==> src/rtl/bmem_arbiter.sv <==
// Shares the 64-bit burst memory port between I-cache and D-cache, one 256-bit line at a time.
// Optional BMEM_ARB_RR_EN: round-robin arbitration instead of fixed D-cache priority.
module bmem_arbiter #(
   parameter int BEATS = 4
) (
   input  logic                clk,
   input  logic                rst,
   input  logic [31:0]         i_dfp_addr,
   input  logic                i_dfp_read,
   output logic [64*BEATS-1:0] i_dfp_rdata,
   output logic                i_dfp_resp,
   input  logic [31:0]         d_dfp_addr,
   input  logic                d_dfp_read,
   input  logic                d_dfp_write,
   input  logic [64*BEATS-1:0] d_dfp_wdata,
   output logic [64*BEATS-1:0] d_dfp_rdata,
   output logic                d_dfp_resp,
   output logic [31:0]         bmem_addr,
   output logic                bmem_read,
   output logic                bmem_write,
   output logic [63:0]         bmem_wdata,
   input  logic                bmem_ready,
   input  logic [31:0]         bmem_raddr,
   input  logic [63:0]         bmem_rdata,
   input  logic                bmem_rvalid
);
   localparam int LINE_W = 64 * BEATS;

   typedef enum logic [2:0] {IDLE, WR_BURST, RD_REQ, RD_WAIT, RESP} state_t;

   state_t              state;
   logic [1:0]          cnt;
   logic [1:0]          cnt_nxt;
   logic                owner_d;
   logic [LINE_W-1:0]   wline;
   logic [LINE_W-1:0]   rline;
   logic                d_req;
   logic                i_req;
   logic                grant_d;
   logic                grant_i;
   logic                unused_addr_lsb;
`ifdef BMEM_ARB_RR_EN
   logic                prio_d;
`endif

   assign unused_addr_lsb = ^{i_dfp_addr[4:0], d_dfp_addr[4:0]};

   always_comb begin
      d_req   = d_dfp_read | d_dfp_write;
      i_req   = i_dfp_read;
`ifdef BMEM_ARB_RR_EN
      grant_d = d_req && (!i_req || prio_d);
`else
      grant_d = d_req;
`endif
      grant_i = i_req && !grant_d;
      cnt_nxt = cnt + 2'd1;
   end

   always_ff @(posedge clk) begin
      if (rst) begin
         state       <= IDLE;
         cnt         <= '0;
         owner_d     <= 1'b0;
         wline       <= '0;
         rline       <= '0;
         i_dfp_rdata <= '0;
         i_dfp_resp  <= 1'b0;
         d_dfp_rdata <= '0;
         d_dfp_resp  <= 1'b0;
         bmem_addr   <= '0;
         bmem_read   <= 1'b0;
         bmem_write  <= 1'b0;
         bmem_wdata  <= '0;
`ifdef BMEM_ARB_RR_EN
         prio_d      <= 1'b1;
`endif
      end else begin
         i_dfp_resp <= 1'b0;
         d_dfp_resp <= 1'b0;
         case (state)
            IDLE: begin
               if (grant_d || grant_i) begin
                  owner_d   <= grant_d;
                  cnt       <= '0;
                  bmem_addr <= grant_d ? {d_dfp_addr[31:5], 5'b0} : {i_dfp_addr[31:5], 5'b0};
`ifdef BMEM_ARB_RR_EN
                  prio_d    <= !grant_d;
`endif
                  if (grant_d && d_dfp_write) begin
                     wline      <= d_dfp_wdata;
                     bmem_wdata <= d_dfp_wdata[63:0];
                     bmem_write <= 1'b1;
                     state      <= WR_BURST;
                  end else begin
                     bmem_read  <= 1'b1;
                     state      <= RD_REQ;
                  end
               end
            end
            WR_BURST: begin
               // Present the next beat only once the current one is accepted.
               if (bmem_ready) begin
                  cnt <= cnt_nxt;
                  if (cnt == 2'd3) begin
                     bmem_write <= 1'b0;
                     d_dfp_resp <= 1'b1;
                     state      <= RESP;
                  end else begin
                     bmem_wdata <= wline[{cnt_nxt, 6'b0} +: 64];
                  end
               end
            end
            RD_REQ: begin
               if (bmem_ready) begin
                  bmem_read <= 1'b0;
                  state     <= RD_WAIT;
               end
            end
            RD_WAIT: begin
               // Beats tagged for another line are dropped.
               if (bmem_rvalid && (bmem_raddr == bmem_addr)) begin
                  rline[{cnt, 6'b0} +: 64] <= bmem_rdata;
                  cnt <= cnt_nxt;
                  if (cnt == 2'd3) begin
                     if (owner_d) begin
                        d_dfp_rdata <= {bmem_rdata, rline[LINE_W-65:0]};
                        d_dfp_resp  <= 1'b1;
                     end else begin
                        i_dfp_rdata <= {bmem_rdata, rline[LINE_W-65:0]};
                        i_dfp_resp  <= 1'b1;
                     end
                     state <= RESP;
                  end
               end
            end
            RESP:    state <= IDLE;
            default: state <= IDLE;
         endcase
      end
   end
endmodule

==> config.mk <==
export PLATFORM = sky130hd
export DESIGN_NAME = bmem_arbiter
export DESIGN_NICKNAME = d
export VERILOG_FILES = /design/src/rtl/bmem_arbiter.sv
export SDC_FILE = /design/constraint.sdc
export NUM_CORES = 2
export LEC_CHECK = 0
export ABC_AREA = 1
export CAP_MARGIN = 40
export CORE_AREA = 3 3 405 407
export DETAILED_ROUTE_END_ITERATION = 8
export DIE_AREA = 0 0 408 410
export PLACE_DENSITY = 0.55
export REMOVE_ABC_BUFFERS = 1
export SYNTH_ARGS = -nofsm -noshare
export SYNTH_HDL_FRONTEND = slang
export SYNTH_SLANG_ARGS = --single-unit
==> constraint.sdc <==
create_clock -name clk -period 3.7 [get_ports clk]
set_clock_uncertainty 0.1 [all_clocks]
set_input_delay 0.74 -clock clk [delete_from_list [all_inputs] [get_ports clk]]
set_output_delay 0.74 -clock clk [all_outputs]
set_load 0.02 [all_outputs]
== After elaboration in Yosys (flattened, before gate mapping) ==
Cells that the tools add are included.
Cells by class
  add/sub/neg operators: 2
  equality and inequality tests: 13
  shift operators: 3
  multiplexer cells: 34
  bitwise gates (word level): 5
  reductions and logical operators: 20
Operators by type and width (number)
  256-bit bitwise mux: 1
  64-bit 2-to-1 mux: 4
  64-bit by 10-bit variable shift with 256-bit output, first input constant: 1
  256-bit by 9-bit indexed part select with 64-bit output: 1
  64-bit by 10-bit indexed part select with 256-bit output: 1
  64-bit case mux with 2 select lines: 1
  32-bit equality test: 1
  32-bit 2-to-1 mux: 1
  4-bit AND reduction: 5
  2-bit inequality test, second input constant: 8
  3-bit 2-to-1 mux: 5
  1-bit 2-to-1 mux: 13
  3-bit case mux with 4 select lines: 1
  8-bit negation with 10-bit output: 1
  5-bit AND reduction: 2
  2-bit 2-to-1 mux: 4
  3-bit by 2-bit equality test with 1-bit output, second input constant: 2
  1-bit case mux with 2 select lines: 3
  2-bit case mux with 3 select lines: 1
  1-bit inverter: 4
  2-bit AND reduction: 2
  2-bit nonzero test: 2
  4-bit OR reduction: 1
  3-bit by 1-bit equality test with 1-bit output, second input constant: 1
  9 further kinds: 11
Storage, ports and cells
  register bits after elaboration: 1130
  output and inout bits: 612

== Longest topological paths before layout ==
  word-level depth: 6
  depth in mapped cells: 15
  gate-level depth less buffers: 13

== Least setup slack after synthesis ==
OpenSTA, ideal clock, no wires.
  path type: input port to flip-flop
  start: input d_dfp_write
  end: register bmem_wdata[10]
  setup time: 113 ps
  data arrival time: 2116 ps
  data required time: 3487 ps
  slack: 1370 ps
  cell stages on the path: 12
  path buffers: 3
  cell sequence: clkbuf_1 or2_2 nor2_1 nand2_1 o21ai_2 inv_2 nand2_1 nor3_2 buf_2 buf_2 o21ai_1 nor2_1
On the way
  longest elaborated chain between the ends: 6
RTL lines
  start: declaration: RTL line 14  | input logic d_dfp_write,
  1-bit OR: RTL line 49  | d_req = d_dfp_read | d_dfp_write;
  1-bit zero test: RTL line 56  | grant_i = i_req && !grant_d;
  1-bit logical AND: RTL line 56
  1-bit logical OR: RTL line 83  | if (grant_d || grant_i) begin
  2-bit inequality test (no source line)
  5-bit AND reduction (no source line) (*)
  end signal: assignment: RTL line 92  | bmem_wdata <= d_dfp_wdata[63:0];
  end signal: assignment: RTL line 110  | bmem_wdata <= wline[{cnt_nxt, 6'b0} +: 64];
  end: declaration: RTL line 21  | output logic [63:0] bmem_wdata,
Mark *: on every way between the ends. The rest lies on a longest branch, timed or not.
A chain may end at the register's enable or synchronous reset.

== Final worst setup path ==
  start: register d_dfp_rdata[105]
  end: output d_dfp_rdata[105]
RTL lines
  start: declaration: RTL line 16  | output logic [64*BEATS-1:0] d_dfp_rdata,
  start signal: assignment: RTL line 127  | d_dfp_rdata <= {bmem_rdata, rline[LINE_W-65:0]};
No word-level cell between the ends.

==> results by group <==
STA
  – Final Hold Vio Count: 0
  – Setup Viol. Count Final: 0
  – Fin. max-slew vios: 0
  – Min Tclk post-route: approximately 2.9 ns
  – Setup_tns: 0 ns
  – RSZ-0062 raised after global routing: false
  – Hold WS: 0.348 ns
  – Least-Margin Pin Slew: around 1.1 ns
  – Fmax: 346 MHz
  – Slew headroom: 24.2%
  – Final period utilization: slightly below 80%

Setup path
  – Crit path cell chain: clkdlybuf4s50_1
  – FF-to-FF path depth: 9
  – Peak per-stage delay on the critical path: between 0.6 and 0.7 ns
  – Critical path class: reg2out
  – Critical path's top delay family: buffers and inverters
  – Req. time, crit path: ~2.9 ns
  – Crit path max fanout: 2
  – Sum of buffers and inverters on the critical path: 1
  – Worst Setup Start Kind: flip-flop
  – Critical path capture point type: output pin
  – Reg2reg start: cnt[0]
  – Slowest stage cell, crit path: clkdlybuf4s50_1
  – Reg2Reg Capture Point: bmem_wdata[58]
  – Reg2reg setup slack: roughly 0.87 ns
  – Data arrival, critical path: 2.05 ns

Drt
  – TritonRoute pass-1 iters: 6
  – Antenna-violating nets left: 0
  – Total number of vias: 51400
  – Initial DRC count: between 3000 and 4000
  – Drt drc: 0
  – Routed wire per std cell: roughly 20 µm
  – Drt total wl: about 210000 µm
  – Via/cell ratio: 4.72

Floorplan
  – Chip height: ~410 µm
  – CORE AREA: ~160000 µm²
  – Number of top-level pins: between 1000 and 1500
  – Initial Util: 31.6%
  – Die extent in x: 408 µm
  – DIE AREA: about 170000 µm²
  – Num rows: roughly 150

Clock tree
  – Root Buffer: clkbuf_16
  – CTS tree: built
  – CTS max path bufs: 3
  – Clk pin slew, worst setup/hold paths: roughly 0.050 ns
  – Htree depth: 4
  – Cts repair resizes: 0
  – CTS buffer count: between 100 and 150
  – Clock tree sinks: between 1000 and 1500
  – Clk_lat worst skew: 0.77 ns
  – Setup Fix Bufs, Post-CTS: 0
  – Hold_buf cts: 0

Job
  – Max-Cap Viols: 0

Worst hold path
  – Hold Startpoint: wline[38]
  – Hold endpoint: wline[38]
  – Hold Path Class: reg2reg
  – Hold depth: 2

GRT
  – Total congestion overflow: 0
  – Vias in the first global route: 47700
  – Largest net degree at the start of global routing: 200
  – Initial antenna violation count: 50
  – First-pass GRT wire length: slightly above 300000 µm
  – GR Util All Layers: 24.3%

Yosys
  – Post-synth ARST share: 0%
  – Synth unique cells: 31
  – Sequential share of the synthesized area: 41.9%
  – Yosys warns: 0
  – Synth area leaders: dfxtp_1 (42%), nand2_1 (15%), inv_1 (12%)
  – Post-synth EDFFs: 0
  – Synthesized area: between 50000 and 60000 µm²
  – FF+latch count, synth: about 1100
  – Area leader, netlist: dfxtp_1
  – Post-synth top area share: a little over two fifths
  – Syn avg cell area: ~6.4 µm²
  – Synthesized instance count: 7920
  – Main synth FF type: dfxtp_1

Finish
  – Share of layout cells above drive strength 1: slightly above 4%
  – Fin util: approximately two fifths
  – Layout Nets: approximately 9000
  – Area growth syn-to-layout: 32.2%
  – Fillers: roughly 17000
  – Finished Cell Area: around 67000 µm²

Pwr
  – Pwr per Cell Area: roughly 550 nW/µm²
  – Leakage: ~29 nW
  – Worst vdd ir: 0.846 mV
  – Total chip power: about 37 mW

Placement
  – Port buffer count: a little over 1000
  – Post-DP Area: between 60000 and 70000 µm²
  – HPWL after detailed placement: around 140000 µm
  – Routability cong.: about 0.88

Status
  – Status: finished, final reports clean
[how the worst max path moves through the flow]
stage	start	to	cells after the start
2_1_floorplan	bmem_raddr[4]	d_dfp_rdata[0]	10
3_3_place_gp	bmem_raddr[4]	d_dfp_rdata[189]	13
3_5_place_dp	bmem_raddr[4]	i_dfp_rdata[200]	13
4_1_cts	d_dfp_rdata[105]	d_dfp_rdata[105]	1
5_1_grt	bmem_addr[13]	i_dfp_rdata[183]	13
6_report	d_dfp_rdata[105]	d_dfp_rdata[105]	1
[Yosys cell counts (all sizes together), types with 2 or more instances]
library cell  count
nor2           1036
clkinv            3
dfxtp          1061
inv            1595
nand3           231
nand3b            2
nand2          1969
or2               2
a21oi           390
buf             308
ha                5
a31oi            28
nor3             28
nand4           676
clkbuf          293
o21ai           226
a221oi           64
[power breakdown]
group	switching, mW	internal [mW]	leakage [nW]
Clock	5.39	7.35	2.08
Combinational	7.59	3.31	18.1
Sequential	0.700	12.5	8.60
Total	13.7	23.1	28.8
[area by class of cell]
type	count	area [µm²]	share of cell area [%]
Sequential cell	1061	21200	31.7
Clock buffer	198	3840	5.73
Tap cell	2160	2700	4.04
Timing Repair Buffer	1142	11800	17.6
Antenna cell	26	65.1	0.0972
Inverter	1598	6030	9.00
Multi-Input combinational cell	4664	20900	31.2
Clock inverter	33	385	0.575
[routing by layer]
metal  vias to the layer above  part of all wire, %  global-route usage (%)
met5                         -                0.092                       0
met4                        30                  3.5                    8.82
met3                       342                  8.1                    6.27
met2                      1741                   46                    39.8
met1                     23600                   42                    30.7
li1                      25700                    -                       -
[cell usage in the layout (no fill, tap or decap), drive strengths merged]
| cell type | count |
|---|---|
| o21ai | 226 |
| nand4 | 676 |
| a31oi | 28 |
| clkbuf | 198 |
| nand3b | 2 |
| dfxtp | 1061 |
| clkinv | 26 |
| conb | 5 |
| nand2 | 1969 |
| a21oi | 390 |
| nor2 | 1036 |
| nor3 | 28 |
| a221oi | 64 |
| ha | 5 |
| and2 | 1 |
| inv | 1603 |
| bufinv | 2 |
| buf | 125 |
| clkdlybuf4s50 | 1017 |
| nand3 | 231 |
| diode | 26 |
| xnor2 | 1 |
| or2 | 2 |
[cell families after synthesis]
logic type,synth area share (%)
xor+xnor,0.0173
flops,41.9
compound gates,7.54
fa+ha+maj,0.123
other cells,0.00740
simple gates,33.3
buf+inv,17.1
[sequential cells by signal (all words and copies together), names as in the netlist, 2 cells and up]
| name | flops |
|---|---|
| d_dfp_rdata | 256 |
| i_dfp_rdata | 256 |
| wline | 256 |
| rline | 192 |
| bmem_wdata | 64 |
| bmem_addr | 27 |
| state | 3 |
| cnt | 2 |
[worst reg2reg max path: cells and delay by family (launching register included)]
| family | cells | cell delay, ns |
|---|---|---|
| buffers and inverters | 3 | 0.59 |
| adder cells (fa/ha/maj) | 1 | 0.28 |
| AO/OA/AOI/OAI | 2 | 0.94 |
| flip-flops | 1 | 0.37 |
| AND/OR/NAND/NOR | 3 | 0.47 |
[stage by stage]
stage,cells,setup WS [ns]
2_1_floorplan,7323,-16.23
3_3_place_gp,10600,0.324
5_1_grt,10900,0.700
4_1_cts,10900,0.732
3_5_place_dp,10600,0.317
6_report,10900,0.808
Power figures use the tool's default switching activity.
